$ cat config.mk
export PLATFORM = sky130hd
export DESIGN_NAME = csr_unit
export DESIGN_NICKNAME = d
export VERILOG_FILES = /design/src/rtl/csr_pkg.sv /design/src/rtl/csr_counter64.sv /design/src/rtl/csr_unit.sv
export SDC_FILE = /design/constraint.sdc
export NUM_CORES = 2
export LEC_CHECK = 0
export CAP_MARGIN = 0
export CORE_MARGIN = 1
export CORE_UTILIZATION = 40
export DETAILED_ROUTE_END_ITERATION = 10
export PLACE_DENSITY = 0.61
export SLEW_MARGIN = 5
export SYNTH_ARGS = -nofsm -noshare
export SYNTH_HDL_FRONTEND = slang
export SYNTH_SLANG_ARGS = --single-unit
$ cat constraint.sdc
create_clock -name clk -period 24.2 [get_ports clk]
set_input_delay 6.05 -clock clk [delete_from_list [all_inputs] [get_ports clk]]
set_output_delay 6.05 -clock clk [all_outputs]
set_load 0.05 [all_outputs]
$ cat src/rtl/csr_pkg.sv
// rtl/csr_pkg.sv - shared constants, encodings and helpers for the machine/supervisor CSR unit
package csr_pkg;

  // CSR addresses
  localparam logic [11:0] CSR_SSTATUS  = 12'h100;
  localparam logic [11:0] CSR_STVEC    = 12'h105;
  localparam logic [11:0] CSR_SSCRATCH = 12'h140;
  localparam logic [11:0] CSR_SEPC     = 12'h141;
  localparam logic [11:0] CSR_SCAUSE   = 12'h142;
  localparam logic [11:0] CSR_STVAL    = 12'h143;
  localparam logic [11:0] CSR_MSTATUS  = 12'h300;
  localparam logic [11:0] CSR_MISA     = 12'h301;
  localparam logic [11:0] CSR_MTVEC    = 12'h305;
  localparam logic [11:0] CSR_MSCRATCH = 12'h340;
  localparam logic [11:0] CSR_MEPC     = 12'h341;
  localparam logic [11:0] CSR_MCAUSE   = 12'h342;
  localparam logic [11:0] CSR_MTVAL    = 12'h343;
  localparam logic [11:0] CSR_MCYCLE   = 12'hB00;
  localparam logic [11:0] CSR_MINSTRET = 12'hB02;
  localparam logic [11:0] CSR_MCYCLEH  = 12'hB80;
  localparam logic [11:0] CSR_MINSTRETH= 12'hB82;
  localparam logic [11:0] CSR_MHARTID  = 12'hF14;

  // mcause codes
  localparam logic [3:0] CAUSE_ILLEGAL_INSN = 4'd2;
  localparam logic [3:0] CAUSE_BREAKPOINT   = 4'd3;
  localparam logic [3:0] CAUSE_ECALL_U      = 4'd8;
  localparam logic [3:0] CAUSE_ECALL_S      = 4'd9;
  localparam logic [3:0] CAUSE_ECALL_M      = 4'd11;

  // privilege encodings
  localparam logic [1:0] PRIV_U = 2'b00;
  localparam logic [1:0] PRIV_S = 2'b01;
  localparam logic [1:0] PRIV_M = 2'b11;

  typedef enum logic [1:0] {
    CSR_OP_NONE = 2'b00,
    CSR_OP_RW   = 2'b01,
    CSR_OP_RS   = 2'b10,
    CSR_OP_RSVD = 2'b11
  } csr_op_e;

  typedef enum logic [1:0] {
    RET_NONE = 2'b00,
    RET_MRET = 2'b01,
    RET_SRET = 2'b10,
    RET_RSVD = 2'b11
  } priv_ret_e;

  // mstatus bit positions
  localparam int MSTATUS_SIE    = 1;
  localparam int MSTATUS_MIE    = 3;
  localparam int MSTATUS_SPIE   = 5;
  localparam int MSTATUS_MPIE   = 7;
  localparam int MSTATUS_SPP    = 8;
  localparam int MSTATUS_MPP_LO = 11;
  localparam int MSTATUS_MPP_HI = 12;

  localparam logic [31:0] MSTATUS_MASK = 32'h0000_19AA;
  localparam logic [31:0] SSTATUS_MASK = 32'h0000_0122;
  localparam logic [31:0] MISA_VALUE   = 32'h4014_0100;

  // Drop unimplemented bits and map the reserved MPP encoding 10 onto U
  function automatic logic [31:0] mstatus_legalize(input logic [31:0] value);
    logic [31:0] v;
    v = value & MSTATUS_MASK;
    if (v[MSTATUS_MPP_HI:MSTATUS_MPP_LO] == 2'b10) v[MSTATUS_MPP_HI:MSTATUS_MPP_LO] = PRIV_U;
    return v;
  endfunction

endpackage

$ cat src/rtl/csr_counter64.sv
// rtl/csr_counter64.sv - 64-bit free-running counter with per-half software writes
module csr_counter64 (
  input  logic        clk,
  input  logic        rst,
  input  logic        inc,
  input  logic        wr_lo,
  input  logic        wr_hi,
  input  logic [31:0] wdata,
  output logic [63:0] count
);

  // A write to either half suppresses the increment for the whole counter
  always_ff @(posedge clk or posedge rst) begin
    if (rst) begin
      count <= 64'd0;
    end else if (wr_lo) begin
      count[31:0] <= wdata;
    end else if (wr_hi) begin
      count[63:32] <= wdata;
    end else if (inc) begin
      count <= count + 64'd1;
    end
  end

endmodule

$ cat src/rtl/csr_unit.sv
// rtl/csr_unit.sv - machine/supervisor CSR file and privilege controller at EX/MEM
module csr_unit
  import csr_pkg::*;
#(
  parameter int          XLEN      = 32,
  parameter logic [31:0] MTVEC_RST = 32'h0000_0000,
  parameter logic [31:0] HART_ID   = 32'd0
) (
  input  logic            clk,
  input  logic            rst,
  input  logic            valid,
  input  logic [1:0]      csr_op,
  input  logic [11:0]     csr_addr,
  input  logic [XLEN-1:0] csr_wdata,
  input  logic [1:0]      priv_ret,
  input  logic [XLEN-1:0] pc,
  input  logic            exc_valid,
  input  logic [3:0]      exc_cause,
  input  logic [XLEN-1:0] exc_tval,
  input  logic            retire,
  output logic [XLEN-1:0] csr_rdata,
  output logic            csr_illegal,
  output logic            redirect_valid,
  output logic [XLEN-1:0] redirect_pc,
  output logic [1:0]      priv_mode
);

  csr_op_e   op;
  priv_ret_e ret;
  assign op  = csr_op_e'(csr_op);
  assign ret = priv_ret_e'(priv_ret);

  logic [31:0] mstatus, mtvec, mscratch, mepc, mcause, mtval;
  logic [31:0] stvec, sscratch, sepc, scause, stval;
  logic [63:0] mcycle, minstret;

  logic        implemented;
  logic        csr_access;
  logic        access_bad;
  logic        ret_bad;
  logic        live;
  logic        take_trap, take_mret, take_sret, take_write;
  logic [31:0] wval;
  logic [31:0] trap_cause;
  logic [31:0] trap_tval;
  logic        cyc_wr_lo, cyc_wr_hi, ins_wr_lo, ins_wr_hi;

  // Read mux: old value of the addressed CSR, zero for unimplemented addresses
  always_comb begin
    implemented = 1'b1;
    csr_rdata   = 32'd0;
    case (csr_addr)
      CSR_MSTATUS:   csr_rdata = mstatus;
      CSR_MISA:      csr_rdata = MISA_VALUE;
      CSR_MTVEC:     csr_rdata = mtvec;
      CSR_MSCRATCH:  csr_rdata = mscratch;
      CSR_MEPC:      csr_rdata = mepc;
      CSR_MCAUSE:    csr_rdata = mcause;
      CSR_MTVAL:     csr_rdata = mtval;
      CSR_SSTATUS:   csr_rdata = mstatus & SSTATUS_MASK;
      CSR_STVEC:     csr_rdata = stvec;
      CSR_SSCRATCH:  csr_rdata = sscratch;
      CSR_SEPC:      csr_rdata = sepc;
      CSR_SCAUSE:    csr_rdata = scause;
      CSR_STVAL:     csr_rdata = stval;
      CSR_MCYCLE:    csr_rdata = mcycle[31:0];
      CSR_MCYCLEH:   csr_rdata = mcycle[63:32];
      CSR_MINSTRET:  csr_rdata = minstret[31:0];
      CSR_MINSTRETH: csr_rdata = minstret[63:32];
      CSR_MHARTID:   csr_rdata = HART_ID;
      default:       implemented = 1'b0;
    endcase
  end

  // Legality and event selection; a pending redirect blocks every event
  always_comb begin
    csr_access  = (op == CSR_OP_RW) || (op == CSR_OP_RS);
    access_bad  = csr_access && (!implemented || (csr_addr[9:8] > priv_mode) ||
                                 ((op == CSR_OP_RW) && (csr_addr[11:10] == 2'b11)));
    ret_bad     = ((ret == RET_MRET) && (priv_mode != PRIV_M)) ||
                  ((ret == RET_SRET) && (priv_mode == PRIV_U));
    csr_illegal = valid && (access_bad || ret_bad);
    live        = valid && !redirect_valid;
    take_trap   = live && (exc_valid || csr_illegal);
    take_mret   = live && !take_trap && (ret == RET_MRET);
    take_sret   = live && !take_trap && (ret == RET_SRET);
    take_write  = live && !take_trap && (ret != RET_MRET) && (ret != RET_SRET) &&
                  csr_access && (csr_addr[11:10] != 2'b11);
    wval        = (op == CSR_OP_RW) ? csr_wdata : (csr_rdata | csr_wdata);
    trap_cause  = {28'd0, exc_valid ? exc_cause : CAUSE_ILLEGAL_INSN};
    trap_tval   = exc_valid ? exc_tval : 32'd0;
  end

  assign cyc_wr_lo = take_write && (csr_addr == CSR_MCYCLE);
  assign cyc_wr_hi = take_write && (csr_addr == CSR_MCYCLEH);
  assign ins_wr_lo = take_write && (csr_addr == CSR_MINSTRET);
  assign ins_wr_hi = take_write && (csr_addr == CSR_MINSTRETH);

  csr_counter64 u_mcycle (
    .clk   (clk),
    .rst   (rst),
    .inc   (1'b1),
    .wr_lo (cyc_wr_lo),
    .wr_hi (cyc_wr_hi),
    .wdata (wval),
    .count (mcycle)
  );

  csr_counter64 u_minstret (
    .clk   (clk),
    .rst   (rst),
    .inc   (retire),
    .wr_lo (ins_wr_lo),
    .wr_hi (ins_wr_hi),
    .wdata (wval),
    .count (minstret)
  );

  // Apply the single selected event and launch the one-cycle redirect pulse
  always_ff @(posedge clk or posedge rst) begin
    if (rst) begin
      priv_mode      <= PRIV_M;
      mstatus        <= 32'd0;
      mtvec          <= MTVEC_RST & ~32'h3;
      mscratch       <= 32'd0;
      mepc           <= 32'd0;
      mcause         <= 32'd0;
      mtval          <= 32'd0;
      stvec          <= 32'd0;
      sscratch       <= 32'd0;
      sepc           <= 32'd0;
      scause         <= 32'd0;
      stval          <= 32'd0;
      redirect_valid <= 1'b0;
      redirect_pc    <= 32'd0;
    end else begin
      redirect_valid <= 1'b0;
      if (take_trap) begin
        mepc                                  <= pc & ~32'h3;
        mcause                                <= trap_cause;
        mtval                                 <= trap_tval;
        mstatus[MSTATUS_MPIE]                 <= mstatus[MSTATUS_MIE];
        mstatus[MSTATUS_MIE]                  <= 1'b0;
        mstatus[MSTATUS_MPP_HI:MSTATUS_MPP_LO] <= priv_mode;
        priv_mode                             <= PRIV_M;
        redirect_valid                        <= 1'b1;
        redirect_pc                           <= mtvec & ~32'h3;
      end else if (take_mret) begin
        priv_mode                             <= mstatus[MSTATUS_MPP_HI:MSTATUS_MPP_LO];
        mstatus[MSTATUS_MIE]                  <= mstatus[MSTATUS_MPIE];
        mstatus[MSTATUS_MPIE]                 <= 1'b1;
        mstatus[MSTATUS_MPP_HI:MSTATUS_MPP_LO] <= PRIV_U;
        redirect_valid                        <= 1'b1;
        redirect_pc                           <= mepc;
      end else if (take_sret) begin
        priv_mode             <= {1'b0, mstatus[MSTATUS_SPP]};
        mstatus[MSTATUS_SIE]  <= mstatus[MSTATUS_SPIE];
        mstatus[MSTATUS_SPIE] <= 1'b1;
        mstatus[MSTATUS_SPP]  <= 1'b0;
        redirect_valid        <= 1'b1;
        redirect_pc           <= sepc;
      end else if (take_write) begin
        case (csr_addr)
          CSR_MSTATUS:  mstatus  <= mstatus_legalize(wval);
          CSR_SSTATUS:  mstatus  <= mstatus_legalize((mstatus & ~SSTATUS_MASK) |
                                                     (wval & SSTATUS_MASK));
          CSR_MTVEC:    mtvec    <= wval;
          CSR_MSCRATCH: mscratch <= wval;
          CSR_MEPC:     mepc     <= wval & ~32'h3;
          CSR_MCAUSE:   mcause   <= wval;
          CSR_MTVAL:    mtval    <= wval;
          CSR_STVEC:    stvec    <= wval;
          CSR_SSCRATCH: sscratch <= wval;
          CSR_SEPC:     sepc     <= wval & ~32'h3;
          CSR_SCAUSE:   scause   <= wval;
          CSR_STVAL:    stval    <= wval;
          default:      ;
        endcase
      end
    end
  end

endmodule

==> key figures <==
Global routing
  – Largest net degree at the start of global routing: 173
  – Remaining Overflow, GRT: 0
  – Vias in the first global route: about 23,000
  – First-pass GRT wire length: 159.9 mm
  – Tot GR Track Use: 0.3212
  – Initial antenna violation count: 3

Timing
  – RSZ-0062 raised after global routing: no
  – Final Critical Period: 16.56 ns
  – Final setup fails: 0
  – Worst rel slew slack: -0.05179
  – Final setup TNS: 0 ns
  – Final hold violations: 0
  – Slew Limit Fails: 2
  – Hold Slack: 0.4768 ns
  – Maximum clock rate: 0.06040 GHz
  – Worst Tran Pin Value: ~1.5 ns
  – Skew final: 0.04407 ns
  – Post-route clock period utilization: 0.6842

Clock network
  – CTS resizes: 0
  – Clk_lat worst skew: approximately 0.65 ns
  – H-tree Lvls: 2
  – TritonCTS clock tree: built
  – CTS Buf Count: 54
  – Root Driver: clkbuf_16
  – CTS Sinks: a little under 500
  – Clk slew on worst S/H paths: about 0.060 ns
  – Setup repair bufs after CTS: 0
  – Bufs on Longest Clock Path: 3
  – Hold buffers post-CTS: 0

Route
  – Vias/cell: 6.429
  – Vias: 24,370
  – Iteration-0 DRC Markers: 3,211
  – First-pass detailed-route iteration total: 6
  – Routed Antenna Nets: 0
  – DRC viols: 0
  – Drt wl/cell: 28.80 um
  – WL final: about 110 mm

Synthesis
  – Seq cells post-synth: between 400 and 500
  – Syn avg cell area: 9.445 um^2
  – Register area share after synthesis: 0.4553
  – Synth Flop Type: dfrtp_1
  – Synth cell types: 116
  – Post-synth EDFFs: 0
  – Post-Syn Area: 26,610 um^2
  – Asr flop ratio synth: 1.000
  – Warnings, synthesis: 0
  – Post-synthesis cell count: approximately 2,800

Setup path
  – Startpoint Class: primary input
  – Crit path max fanout: between 40 and 50
  – Worst setup EP type: output port
  – Worst path most repeated cell: buf_4
  – Largest delay contributor family on the critical path: buffers and inverters
  – Crit path kind: primary input to output port
  – Arrival @ worst endpoint: about 11 ns
  – Slowest CP cell: a2111oi_0
  – Crit path buffers/inverters: 5
  – Slowest cell delay on critical path: between 1 and 1.5 ns
  – Critical path cell sequence: buf_4 -> buf_4 -> nor4_4 -> buf_4 -> a22oi_1 -> o21ai_0 -> a2111oi_0 -> inv_1 -> clkdlybuf4s50_1
  – CP required: approximately 18 ns

Run
  – Max_cap viols: 1

Finish
  – Area occupied by multi-input gates: 13,270 um^2
  – Final non-filler cell total: 3,790
  – Layout cells sized above 1: 0.1135
  – Final Core Density: 0.4694
  – N_diodes: 0
  – Final #Nets: 3,011
  – Register area: between 10,000 and 15,000 um^2
  – Area added between synthesis and finish: 15.99%
  – Fillers: 6,175
  – Design area: 30,860 um^2

Run status
  – Failing checks: capacitance limit, slew limit
  – Status: finished, violations left

Power and ir drop
  – Cell Pwr Density: 76.57 nW/um^2
  – Peak supply drop: 0.00006369 V
  – Leakage: 12.76 nW

Place
  – PortBufs: 184
  – HPWL Detailed: 75.81 mm
  – GPL Wtd Cong: 0.9734
  – Placed cell count: about 3,700
  – Post-DP Area: 29,000 um^2

Die
  – Die Span Y: 259.9 um
  – IO Pins: around 190
  – Die area: just under 70,000 um^2
  – Initial Utilization: 0.4047
  – Core area: 65,750 um^2
  – Die width: 259.9 um
  – # rows: 94

Hold path
  – Hold crit path type: register to register
==> final timing paths <==
| path | from | end | cells past startpoint | slack (ns) |
|---|---|---|---|---|
| hold reg to reg | stval[28]$_DFFE_PP0P_ | stval[28]$_DFFE_PP0P_ | 2 | 0.48 |
| setup reg to reg | priv_mode[1]$_DFFE_PP1P_ | mtval[30]$_DFFE_PP0P_ | 12 | 19.71 |
| setup / recovery | csr_addr[1] | csr_rdata[12] | 9 | 7.64 |
| min in group asynchronous | rst | mscratch[2]$_DFFE_PP0P_ | 2 | 5.92 |
| max in group asynchronous | rst | sepc[17]$_DFFE_PP0P_ | 4 | 16.06 |
| hold / removal | stval[28]$_DFFE_PP0P_ | stval[28]$_DFFE_PP0P_ | 2 | 0.48 |
==> Yosys cell counts, types with 11 or more instances <==
cell       number  area, um^2
xor2_1         34       297.8
o211ai_1       12       90.09
mux4_2         18       405.4
o21ai_1        19       95.09
mux2_2         29       326.6
mux2_1         20       225.2
nor3_1         54       270.3
o22a_1         15       131.4
xnor2_1        36       315.3
buf_2          81       405.4
nand2_1       384        1441
buf_6          16       180.2
a32oi_1        11       96.34
o21ba_2        21       210.2
inv_1          50       187.7
dfrtp_1       482       12060
and3_1         40       250.2
a222oi_1       13       130.1
o32a_1         11       110.1
a22oi_1        79       593.1
o22ai_1        12       75.07
a22o_1         24       210.2
mux2i_1        79       790.8
and2_1         17       106.4
nor2_1        176       660.6
nand4_1        60       375.4
and4_1         20       175.2
clkbuf_1      119       446.7
o221ai_1       11       96.34
nor4_1         16       100.1
o21ai_0       313        1567
nand3_1        90       450.4
buf_4          11       82.58
buf_1          12       45.04
a221o_1        28       280.3
a21oi_1       145       725.7
a2bb2oi_2      28       420.4
==> layer usage <==
metal	vias up	global-route usage	wire length, um
li1	10480	-	-
met1	12100	0.4433	44430
met2	1493	0.4754	47330
met3	296	0.06910	11400
met4	4	0.1583	5988
met5	-	0	26
==> layout make-up <==
cell class                      instances  share of cell area
Clock inverter                         14            0.007581
Timing Repair Buffer                  251             0.07589
Tap cell                              864             0.03503
Multi-Input combinational cell       2042              0.4299
Clock buffer                           83             0.05250
Sequential cell                       484              0.3925
Inverter                               52            0.006608
==> cell families after synthesis <==
family                     synth area share
and+or+nand+nor                      0.1780
muxes                               0.06569
buffers and inverters               0.05116
DFF                                  0.4553
AOI/OAI and AO/OA                    0.2243
other                             0.0001409
adders and majority gates          0.002351
xor gates and xnor gates            0.02304
==> state kept, by name (all words and copies together) (netlist names) <==
name	flops
mtvec	32
sepc	30
sscratch	32
stvec	32
scause	32
mstatus	7
mtval	32
stval	32
u_minstret.count	64
redirect_pc	30
mscratch	32
priv_mode	2
mepc	30
u_mcycle.count	64
mcause	32
redirect_valid	1
==> layout by cell type, fill, tap and decap left out, types with 51 or more instances in the layout <==
master           netlist  routed
nor3_1                54      51
clkbuf_16              0      54
buf_4                 11      66
a22oi_1               79      79
mux2i_1               79      79
nand4_1               60      60
a21oi_1              145     142
nor2_1               176     176
o21ai_0              313     313
nand3_1               90      88
nand2_1              384     377
clkdlybuf4s50_1        0     181
dfrtp_1              482     482
==> stage by stage <==
stage / worst slack (ns) / total power [mW]
after floorplan: 4.647 / 1.322
final: 7.643 / 2.363
after detailed placement: 7.693 / 1.509
after global placement: 7.598 / 1.496
after CTS: 7.664 / 2.366
after global routing: 7.681 / 2.445
==> worst register-to-register path, stage by stage (launching register included) <==
cell and delay (ns):
dfstp_2 0.60, inv_1 0.07, ha_1 0.29, nor2b_1 0.13, o21ai_0 0.17, a311oi_4 0.64
o21ai_0 0.33, o31ai_4 0.17, buf_4 0.64, a21o_2 0.19, buf_4 0.61, nand2_1 0.33
o22a_1 0.24
==> where the power goes <==
group | internal (mW) | switching (mW) | total [mW]
clock network | 0.504 | 0.357 | 0.861
registers | 0.915 | 0.0997 | 1.01
logic | 0.195 | 0.293 | 0.488
total | 1.61 | 0.749 | 2.36
Power figures use the tool's default switching activity.
